### config.mk
export PLATFORM = sky130hd
export DESIGN_NAME = fp_sub_seq
export DESIGN_NICKNAME = d
export VERILOG_FILES = /design/src/rtl/fp_sub_seq.sv
export SDC_FILE = /design/constraint.sdc
export NUM_CORES = 1
export LEC_CHECK = 0
export ABC_AREA = 1
export CAP_MARGIN = 20
export CORE_ASPECT_RATIO = 1.2
export CORE_MARGIN = 5
export CORE_UTILIZATION = 60
export CTS_CLUSTER_SIZE = 14
export DETAILED_ROUTE_END_ITERATION = 7
export HOLD_SLACK_MARGIN = 0.1
export PLACE_DENSITY = 0.83
export SYNTH_ARGS = -nofsm -noshare
export SYNTH_HDL_FRONTEND = slang
export SYNTH_SLANG_ARGS = --single-unit
### constraint.sdc
create_clock -name clk -period 11.8 [get_ports clk]
set_clock_uncertainty 0.2 [all_clocks]
set_input_delay 1.77 -clock clk [delete_from_list [all_inputs] [get_ports clk]]
set_output_delay 1.77 -clock clk [all_outputs]
set_load 0.03 [all_outputs]
### src/rtl/fp_sub_seq.sv
// fp_sub_seq: multi-cycle IEEE-754 single-precision subtractor (resultSub = A - B).
// Sequence: IDLE -> ALIGN -> ADDSUB -> NORM -> ROUND -> DONE, with valid/ready on both sides.
// Optional build macro FPU_SUB_SPECIAL_EN enables zero/Inf/NaN decode; without it every
// operand carries an implicit leading one and the exponent field is used as-is.
module fp_sub_seq #(
  parameter int ALIGN_SAT = 26,
  parameter int NORM_STEP = 1
) (
  input  logic        clk,
  input  logic        rst_n,
  input  logic        in_valid,
  output logic        in_ready,
  input  logic [31:0] A,
  input  logic [31:0] B,
  input  logic [1:0]  round_mode,
  output logic        out_valid,
  input  logic        out_ready,
  output logic [31:0] resultSub,
  output logic        overflowSub,
  output logic        underflowSub,
  output logic        errorSub
);

  typedef enum logic [2:0] {
    IDLE,
    ALIGN,
    ADDSUB,
    NORM,
    ROUND,
    DONE
  } state_t;

  state_t      state;

  // Operand X always holds the larger magnitude; Y is the one being aligned.
  // Mantissas are 27 bits: {hidden, fraction[22:0], guard, round, sticky}.
  logic        sign_x;
  logic        sign_y;
  logic [9:0]  exp_x;
  logic [26:0] man_x;
  logic [26:0] man_y;
  logic [7:0]  cnt;
  logic [1:0]  rm;
  logic        special_q;
  logic [31:0] spec_res_q;
  logic        spec_err_q;

  // Accept-time decode: magnitude order, effective signs, mantissas, shift count
  logic        swap;
  logic [30:0] big_mag;
  logic [30:0] small_mag;
  logic        big_sign;
  logic        small_sign;
  logic        hid_big;
  logic        hid_small;
  logic [7:0]  exp_diff;
  logic [7:0]  shift_init;
  logic        spec_hit;
  logic [31:0] spec_res;
  logic        spec_err;

  // Datapath helpers for ADDSUB, NORM and ROUND
  logic [27:0] sum;
  logic [9:0]  norm_amt;
  logic        round_inc;
  logic [24:0] rounded;
  logic [9:0]  exp_r;
  logic [23:0] mant_r;

  // Decode the incoming operands so the accept edge can load X/Y already ordered
  always_comb begin
    swap       = B[30:0] > A[30:0];
    big_mag    = swap ? B[30:0] : A[30:0];
    small_mag  = swap ? A[30:0] : B[30:0];
    big_sign   = swap ? ~B[31] : A[31];
    small_sign = swap ? A[31] : ~B[31];
    exp_diff   = big_mag[30:23] - small_mag[30:23];
    shift_init = (exp_diff > 8'(ALIGN_SAT)) ? 8'(ALIGN_SAT) : exp_diff;
`ifdef FPU_SUB_SPECIAL_EN
    hid_big    = |big_mag[30:23];
    hid_small  = |small_mag[30:23];
    spec_hit   = (&A[30:23]) | (&B[30:23]);
    spec_res   = 32'h0;
    spec_err   = 1'b0;
    if (((&A[30:23]) && (|A[22:0])) || ((&B[30:23]) && (|B[22:0])) ||
        ((&A[30:23]) && (&B[30:23]) && (A[31] == B[31]))) begin
      spec_res = 32'h7FC00000;
      spec_err = 1'b1;
    end else if (&A[30:23]) begin
      spec_res = {A[31], 8'hFF, 23'h0};
    end else begin
      spec_res = {~B[31], 8'hFF, 23'h0};
    end
`else
    hid_big    = 1'b1;
    hid_small  = 1'b1;
    spec_hit   = 1'b0;
    spec_res   = 32'h0;
    spec_err   = 1'b0;
`endif
  end

  // Add/subtract, normalization step size and rounding increment
  always_comb begin
    if (sign_x == sign_y) begin
      sum = {1'b0, man_x} + {1'b0, man_y};
    end else begin
      sum = {1'b0, man_x} - {1'b0, man_y};
    end
    norm_amt = ((NORM_STEP == 2) && !man_x[25]) ? 10'd2 : 10'd1;
    case (rm)
      2'b00:   round_inc = !sign_x && (man_x[2] | man_x[1] | man_x[0]);
      2'b01:   round_inc = sign_x && (man_x[2] | man_x[1] | man_x[0]);
      2'b10:   round_inc = man_x[2] && (man_x[1] | man_x[0] | man_x[3]);
      default: round_inc = man_x[2];
    endcase
    rounded = {1'b0, man_x[26:3]} + {24'h0, round_inc};
    exp_r   = exp_x + {9'h0, rounded[24]};
    mant_r  = rounded[24] ? rounded[24:1] : rounded[23:0];
  end

  // Control FSM and datapath registers, all outputs registered
  always_ff @(posedge clk) begin
    if (!rst_n) begin
      state        <= IDLE;
      in_ready     <= 1'b1;
      out_valid    <= 1'b0;
      resultSub    <= 32'h0;
      overflowSub  <= 1'b0;
      underflowSub <= 1'b0;
      errorSub     <= 1'b0;
      sign_x       <= 1'b0;
      sign_y       <= 1'b0;
      exp_x        <= 10'h0;
      man_x        <= 27'h0;
      man_y        <= 27'h0;
      cnt          <= 8'h0;
      rm           <= 2'b00;
      special_q    <= 1'b0;
      spec_res_q   <= 32'h0;
      spec_err_q   <= 1'b0;
    end else begin
      case (state)
        IDLE: begin
          if (in_valid) begin
            sign_x     <= big_sign;
            sign_y     <= small_sign;
            exp_x      <= {2'b00, big_mag[30:23]};
            man_x      <= {hid_big, big_mag[22:0] & {23{hid_big}}, 3'b000};
            man_y      <= {hid_small, small_mag[22:0] & {23{hid_small}}, 3'b000};
            cnt        <= shift_init;
            rm         <= round_mode;
            special_q  <= spec_hit;
            spec_res_q <= spec_res;
            spec_err_q <= spec_err;
            in_ready   <= 1'b0;
            state      <= ALIGN;
          end
        end
        ALIGN: begin
          if (special_q) begin
            state <= ROUND;
          end else begin
            if (cnt != 8'h0) begin
              man_y <= {1'b0, man_y[26:2], man_y[1] | man_y[0]};
            end
            if (cnt <= 8'h1) begin
              state <= ADDSUB;
            end else begin
              cnt <= cnt - 8'h1;
            end
          end
        end
        ADDSUB: begin
          if (sum == 28'h0) begin
            resultSub    <= {(rm == 2'b01), 31'h0};
            overflowSub  <= 1'b0;
            underflowSub <= 1'b0;
            errorSub     <= 1'b0;
            out_valid    <= 1'b1;
            state        <= DONE;
          end else if (sum[27]) begin
            man_x <= {sum[27:2], sum[1] | sum[0]};
            exp_x <= exp_x + 10'h1;
            state <= NORM;
          end else begin
            man_x <= sum[26:0];
            state <= NORM;
          end
        end
        NORM: begin
          if (man_x[26]) begin
            state <= ROUND;
          end else if (exp_x <= norm_amt) begin
            resultSub    <= {sign_x, 31'h0};
            overflowSub  <= 1'b0;
            underflowSub <= 1'b1;
            errorSub     <= 1'b0;
            out_valid    <= 1'b1;
            state        <= DONE;
          end else begin
            man_x <= man_x << norm_amt;
            exp_x <= exp_x - norm_amt;
          end
        end
        ROUND: begin
          if (special_q) begin
            resultSub    <= spec_res_q;
            overflowSub  <= 1'b0;
            underflowSub <= 1'b0;
            errorSub     <= spec_err_q;
          end else if (exp_r >= 10'd255) begin
            resultSub    <= {sign_x, 8'hFF, 23'h0};
            overflowSub  <= 1'b1;
            underflowSub <= 1'b0;
            errorSub     <= 1'b1;
          end else begin
            resultSub    <= {sign_x, exp_r[7:0], mant_r[22:0]};
            overflowSub  <= 1'b0;
            underflowSub <= 1'b0;
            errorSub     <= 1'b0;
          end
          out_valid <= 1'b1;
          state     <= DONE;
        end
        DONE: begin
          if (out_ready) begin
            out_valid <= 1'b0;
            in_ready  <= 1'b1;
            state     <= IDLE;
          end
        end
        default: begin
          state     <= IDLE;
          in_ready  <= 1'b1;
          out_valid <= 1'b0;
        end
      endcase
    end
  end

endmodule

After elaboration in Yosys (flattened, before gate mapping)
Index checks and enable logic that the tools add are counted.
{"block": "totals", "register_bits": 115, "out_inout_bits": 37, "inputBits": 70, "wordCells": 131}
{"block": "op_classes", "reduce_logical": 23, "add_sub_neg": 8, "n_lt_le_gt_ge": 5, "muxes": 52, "bitwise": 9, "eq_ne": 20}
{"op": "2-to-1 mux 27 bit", "n": 7}
{"op": "2-to-1 mux 32 bit", "n": 3}
{"op": "case mux 32 bit (3 select lines)", "n": 1}
{"op": "2-to-1 mux 31 bit", "n": 3}
{"op": "case mux 27 bit (3 select lines)", "n": 1}
{"op": "case mux 27 bit (2 select lines)", "n": 1}
{"op": "2-to-1 mux 10 bit", "n": 5}
{"op": "> comparator 31 bit", "n": 1}
{"op": "case mux 10 bit (3 select lines)", "n": 1}
{"op": "adder 27 x 27 -> 28 bit", "n": 1}
{"op": "logical NOT 28 bit", "n": 1}
{"op": "2-to-1 mux 28 bit", "n": 1}
{"op": "subtractor 27 x 27 -> 28 bit", "n": 1}
{"op": "adder 24 x 1 -> 25 bit", "n": 1}
{"op": "2-to-1 mux 8 bit", "n": 3}
{"op": "2-to-1 mux 23 bit", "n": 1}
{"op": "!= test 2 bit (second input constant)", "n": 11}
{"op": "2-to-1 mux 3 bit", "n": 6}
{"op": "case mux 3 bit (6 select lines)", "n": 1}
{"op": "case mux 8 bit (2 select lines)", "n": 1}
{"op": "2-to-1 mux 1 bit", "n": 12}
{"op": "case mux 1 bit (3 select lines)", "n": 4}
{"op": "AND reduction 3 bit", "n": 4}
{"op": "adder 10 x 1 -> 10 bit", "n": 1}
{"op": "other kinds (31)", "n": 45}

Logic depth before layout (Yosys ltp)
{"block": "depth", "word_depth": 9, "ltp_mapped": 30, "depth_no_buf": 30}

Least setup slack after synthesis
No wires, ideal clock.
{"block": "synth_timing", "path_kind": "register -> register", "startpoint": "register rm[1]", "endpoint": "register resultSub[13]", "stages_incl_launch_ff": 30, "required_time_ns": 11.530, "path_buffers": 0, "slack_ns": 7.240, "arrival_ns": 4.290, "cell_sequence": "dfxtp_1 nor2_1 xor2_1 o32ai_1 ha_1 ha_1 nand2_1 nor3_2 nand2_1 nor3_1 nand2_1 nor3_2 nand2_1 nor3_1 nand2_1 nor2_4 ha_1 ha_1 nand2_1 inv_1 nand4_1 xor2_1 nand3_1 a31oi_1 inv_1 nor2_4 inv_1 nor2_2 nand3b_1 a21oi_1"}
{"block": "synth_between", "elab_chain_cells": 7, "elab_cells_between_ends": 10}
{"item": "start: declaration", "line": "43", "rtl": "logic [1:0] rm;"}
{"item": "start signal: assignment", "line": "152", "rtl": "rm <= round_mode;"}
{"item": "== test 2 bit (tied with other cells)", "line": "111", "rtl": "case (rm)"}
{"item": "case mux 1 bit (3 select lines) (*)", "line": "111"}
{"item": "adder 24 x 1 -> 25 bit (*)", "line": "117", "rtl": "rounded = {1'b0, man_x[26:3]} + {24'h0, round_inc};"}
{"item": "adder 10 x 1 -> 10 bit", "line": "118", "rtl": "exp_r = exp_x + {9'h0, rounded[24]};"}
{"item": ">= comparator 10 x 8 -> 1 bit", "line": "212", "rtl": "end else if (exp_r >= 10'd255) begin"}
{"item": "2-to-1 mux 31 bit (*)", "line": "212"}
{"item": "case mux 32 bit (3 select lines) (*)", "line": "143", "rtl": "case (state)"}
{"item": "end signal: assignment", "line": "208", "rtl": "resultSub <= spec_res_q;"}
{"item": "end signal: assignment", "line": "213", "rtl": "resultSub <= {sign_x, 8'hFF, 23'h0};"}
{"item": "end signal: assignment", "line": "218", "rtl": "resultSub <= {sign_x, exp_r[7:0], mant_r[22:0]};"}
{"item": "end: declaration", "line": "18", "rtl": "output logic [31:0] resultSub,"}
Mark *: on every way between the ends. The rest lies on a longest branch, timed or not.
A chain may end at the register's enable or synchronous reset.

Worst setup path after layout
{"block": "layout_timing", "startpoint": "register man_y[0]", "endpoint": "register exp_x[9]"}
{"block": "layout_between", "elab_chain_cells": 5, "elab_cells_between_ends": 7}
{"item": "start: declaration", "line": "41", "rtl": "logic [26:0] man_y;"}
{"item": "start signal: assignment", "line": "150", "rtl": "man_y <= {hid_small, small_mag[22:0] & {23{hid_small}}, 3'b000};"}
{"item": "start signal: assignment", "line": "165", "rtl": "man_y <= {1'b0, man_y[26:2], man_y[1] | man_y[0]};"}
{"item": "subtractor 27 x 27 -> 28 bit or adder 27 x 27 -> 28 bit (tied branches)", "line": "108, 106"}
{"item": "2-to-1 mux 28 bit (*)", "line": "105", "rtl": "if (sign_x == sign_y) begin"}
{"item": "logical NOT 28 bit", "line": "175", "rtl": "if (sum == 28'h0) begin"}
{"item": "!= test 2 bit (no source line)"}
{"item": "AND reduction 6 bit (no source line) (*)"}
{"item": "end signal: assignment", "line": "148", "rtl": "exp_x <= {2'b00, big_mag[30:23]};"}
{"item": "end signal: assignment", "line": "184", "rtl": "exp_x <= exp_x + 10'h1;"}
{"item": "end signal: assignment", "line": "203", "rtl": "exp_x <= exp_x - norm_amt;"}
{"item": "end: declaration", "line": "39", "rtl": "logic [9:0] exp_x;"}
Marked as above.

==> impl_metrics.tcl <==
set metrics [dict create \
    run_status "finished clean" \
    timing_worst_setup_path_type "reg2reg" \
    fin_cells 2047 \
    dpl_worst_slack_ns 5.87 \
    timing.critical_path.required_ns 11.96 \
    drtIter0Drc 1156 \
    min_path_type "reg2reg" \
    tritoncts "done" \
    tritoncts_num_sinks 115 \
    power_leakage_nw 5.60 \
    final-setup-viol-count 0 \
    worst-path-max-fanout 28 \
    core.rowCount 53 \
    power_density_nw_per_um2 320 \
    synth_area_leaders "dfxtp_1 22%, nand2_1 14%, a21oi_1 8.7%, ha_1 8.1%, inv_1 7.6%" \
    regToRegEndpoint "exp_x[9]$_SDFFE_PN0P_" \
    report.power.total_mw 3.97 \
    power.internal_mw 1.70 \
    dpl-instance-area_um2 11800 \
    num_vias 12102 \
    yosys_register_bits 115 \
    power.share.switching_pct 57.2 \
    drive_above_1_share_pct 4.76 \
    async_flop_share_pct 0 \
    reg2reg_depth 25 \
    global_route_wire_length_before_repair_um 56200 \
    cts_inserted_buffers 17 \
    pwr-share-comb_pct 68.7 \
    yosys_warnings 0 \
    path_clk_slew_ns 0.07 \
    worst_hold_startpoint "resultSub[30]$_SDFFE_PN0P_" \
    final-max-slew-violation-count 0 \
    p_seq_share_pct 17.6 \
    max-vdd-ir-drop_mv 0.157 \
    synth.yosys.seq_area_share_pct 21.6 \
    power.share.clock_pct 13.7 \
    postCtsSetupBuffers 0 \
    worst_r2r_startpoint "man_y[0]$_SDFFE_PN0P_" \
    grt_antenna_before_repair 1 \
    number_of_hold_violations_in_the_final_report 0 \
    postSynth.topFlopCell "dfxtp_1" \
    htree_num_levels 4 \
    gpl.final_weighted_congestion 0.979 \
    post-place-cells 2015 \
    yosysTopAreaCellShare_pct 21.6 \
    finalNetCount 1954 \
    area_growth_pct 16.1 \
    hold_ws_ns 0.261 \
    min_period_over_period_pct 50.5 \
    buffer_ports.inserted 106 \
    postSynthCellCount 1746 \
    first_global_vias 11268 \
    worstHoldEndpoint "resultSub[30]$_SDFFE_PN0P_" \
    setup_tns_ns 0 \
    grt.total_usage_pct 33.5 \
    final_core_util_pct 70.8 \
    drt-total-wl_um 35400 \
    remaining_drc_errors 0 \
    final.setup.worst_slack_ns 5.84 \
    arrival_ns 6.13 \
    clk-insertion-delay-late_ns 0.43 \
    hpwlAfterDp_um 27600 \
    finalWorstPathRequiredPeriod_ns 5.96 \
    die_y_um 156 \
    worstMarginPinSlew_ns 0.941 \
    hold_depth 2 \
    timing.critical_path.from_type "flop" \
    post_drt_wl_per_cell_um 17.3 \
    antenna_left 0 \
    insertedDiodeCount 0 \
    synth-edff-count 0 \
    post_drt_via_cell_ratio 5.91 \
    clock_tree.buffer_depth 2 \
    drt_pre_antenna_iters 5 \
    maxCapViolCount 0 \
    cts_hold_repair.buffers 0 \
    synth.net_count 1886 \
    design.core.area_um2 17500 \
    critPathCaptureType "flop" \
    design.die.area_um2 20600 \
    overflow 0 \
    synthDistinctLibCells 57 \
    netlist.top_cell.by_area "dfxtp_1" \
    post_synth_instance_area_um2 10700 \
    clock_tree.root_cell "clkbuf_16" \
    max_freq_mhz 168 \
    synthesis.area_per_instance_um2 6.12 \
    start_util_pct 61.0 \
    power_switching_mw 2.27 \
    post_cts_resized 0 \
    pin_count_of_the_biggest_net_entering_global_routing 90 \
    design_area_um2 12400 \
    grt_setup_unrepaired "false" \
    slew_headroom_pct 37.3 \
    boundaryPins 107 \
    floorplan.die.width_um 132 \
    reg2reg_slack_ns 5.84 \
]
[layout by cell type (no fill, tap or decap), types with 5 or more instances in the layout]
master / n
nand2_1: 407
inv_1: 215
nor2_1: 190
a21oi_1: 185
o21ai_0: 122
dfxtp_1: 115
clkdlybuf4s50_1: 106
nand3_1: 89
ha_1: 69
xor2_1: 63
nor3_1: 29
o211ai_1: 28
o221ai_1: 22
nand4_1: 18
clkbuf_16: 17
nor4_1: 15
a31oi_1: 12
or2_2: 9
xnor2_1: 8
buf_4: 8
o21ai_1: 6
inv_8: 6
nand2_2: 5
inv_2: 5
nand3b_1: 5
nor2_2: 5
[logic make-up (layout without fill, tap and decap cells)]
kind of cell               count (synthesis)  after routing  synth area share, %
adders and majority gates                 70             70                 8.27
xor gates and xnor gates                  71             71                 5.82
AOI/OAI and AO/OA                        411            411                 22.0
DFF                                      115            115                 21.6
and+or+nand+nor                          791            791                 31.7
buffers and inverters                    288            369                 10.6
[synth_stat cells (28+ instances only)]
library cell / instances
o21ai_0: 122
inv_1: 216
ha_1: 69
nand2_1: 407
xor2_1: 63
nand3_1: 89
nor2_1: 192
a21oi_1: 185
clkbuf_1: 45
dfxtp_1: 115
nor3_1: 29
o211ai_1: 28
[metal layers]
metal	share of wire (%)	up-vias	track usage (%)
li1	-	5946	-
met1	40	5492	41.4
met2	47	559	56.6
met3	8.8	103	7.45
met4	3.7	2	13.7
met5	0.057	-	0
[worst max-delay path: stages (launching register included)]
cell and delay, ns:
dfxtp_1 0.34, inv_1 0.08, ha_1 0.16, inv_1 0.05, nor3_1 0.19, nand2_1 0.11, nor3_1 0.37, nand2_1 0.14
nor3_1 0.19, nand2_1 0.14, o21ai_0 0.21, xor2_1 0.31, ha_1 0.35, a21oi_1 0.18, o21ai_0 0.18, nand4_1 0.11
nand3_1 0.10, a21oi_1 0.21, nand2_1 0.08, nand2_1 0.07, and2_1 0.75, inv_2 0.43, o2111ai_1 0.37, buf_4 0.29
o21ai_0 0.10, a21oi_1 0.15
[state kept, by name, indices dropped and copies added, names as in the netlist, 2 cells and up]
register	flops
exp_x	10
cnt	8
resultSub	32
state	3
man_y	27
rm	2
man_x	27
[power by group through the flow]
stage	clock [mW]	sequential, mW	combinational, mW
after floorplan	0	0.630	2.03
after global placement	0	0.691	2.60
after detailed placement	0	0.694	2.62
after CTS	0.545	0.687	2.65
after global routing	0.569	0.708	3.02
final	0.543	0.696	2.73
[worst max path at each step]
| stage | slack [ns] | from | depth (start not counted) | endpoint |
|---|---|---|---|---|
| 2_1_floorplan | 7.24 | rm[1]$_SDFFE_PN0P_ | 29 | resultSub[13]$_SDFFE_PN0P_ |
| 3_3_place_gp | 6.05 | A[28] | 23 | cnt[3]$_SDFFE_PN0P_ |
| 3_5_place_dp | 5.87 | A[28] | 23 | cnt[4]$_SDFFE_PN0P_ |
| 4_1_cts | 6.00 | man_y[0]$_SDFFE_PN0P_ | 25 | exp_x[9]$_SDFFE_PN0P_ |
| 5_1_grt | 5.21 | man_y[0]$_SDFFE_PN0P_ | 25 | exp_x[8]$_SDFFE_PN0P_ |
| 6_report | 5.84 | man_y[0]$_SDFFE_PN0P_ | 25 | exp_x[9]$_SDFFE_PN0P_ |
[final cells by class]
type / instances / area (um^2)
Tap cell: 220 / 275
Fill cell: 1620 / 5110
Timing Repair Buffer: 114 / 1120
Multi-Input combinational cell: 1343 / 7250
Clock inverter: 15 / 188
Clock buffer: 17 / 425
Inverter: 223 / 837
Sequential cell: 115 / 2300
Note: power is estimated with default switching activity, not from simulation.
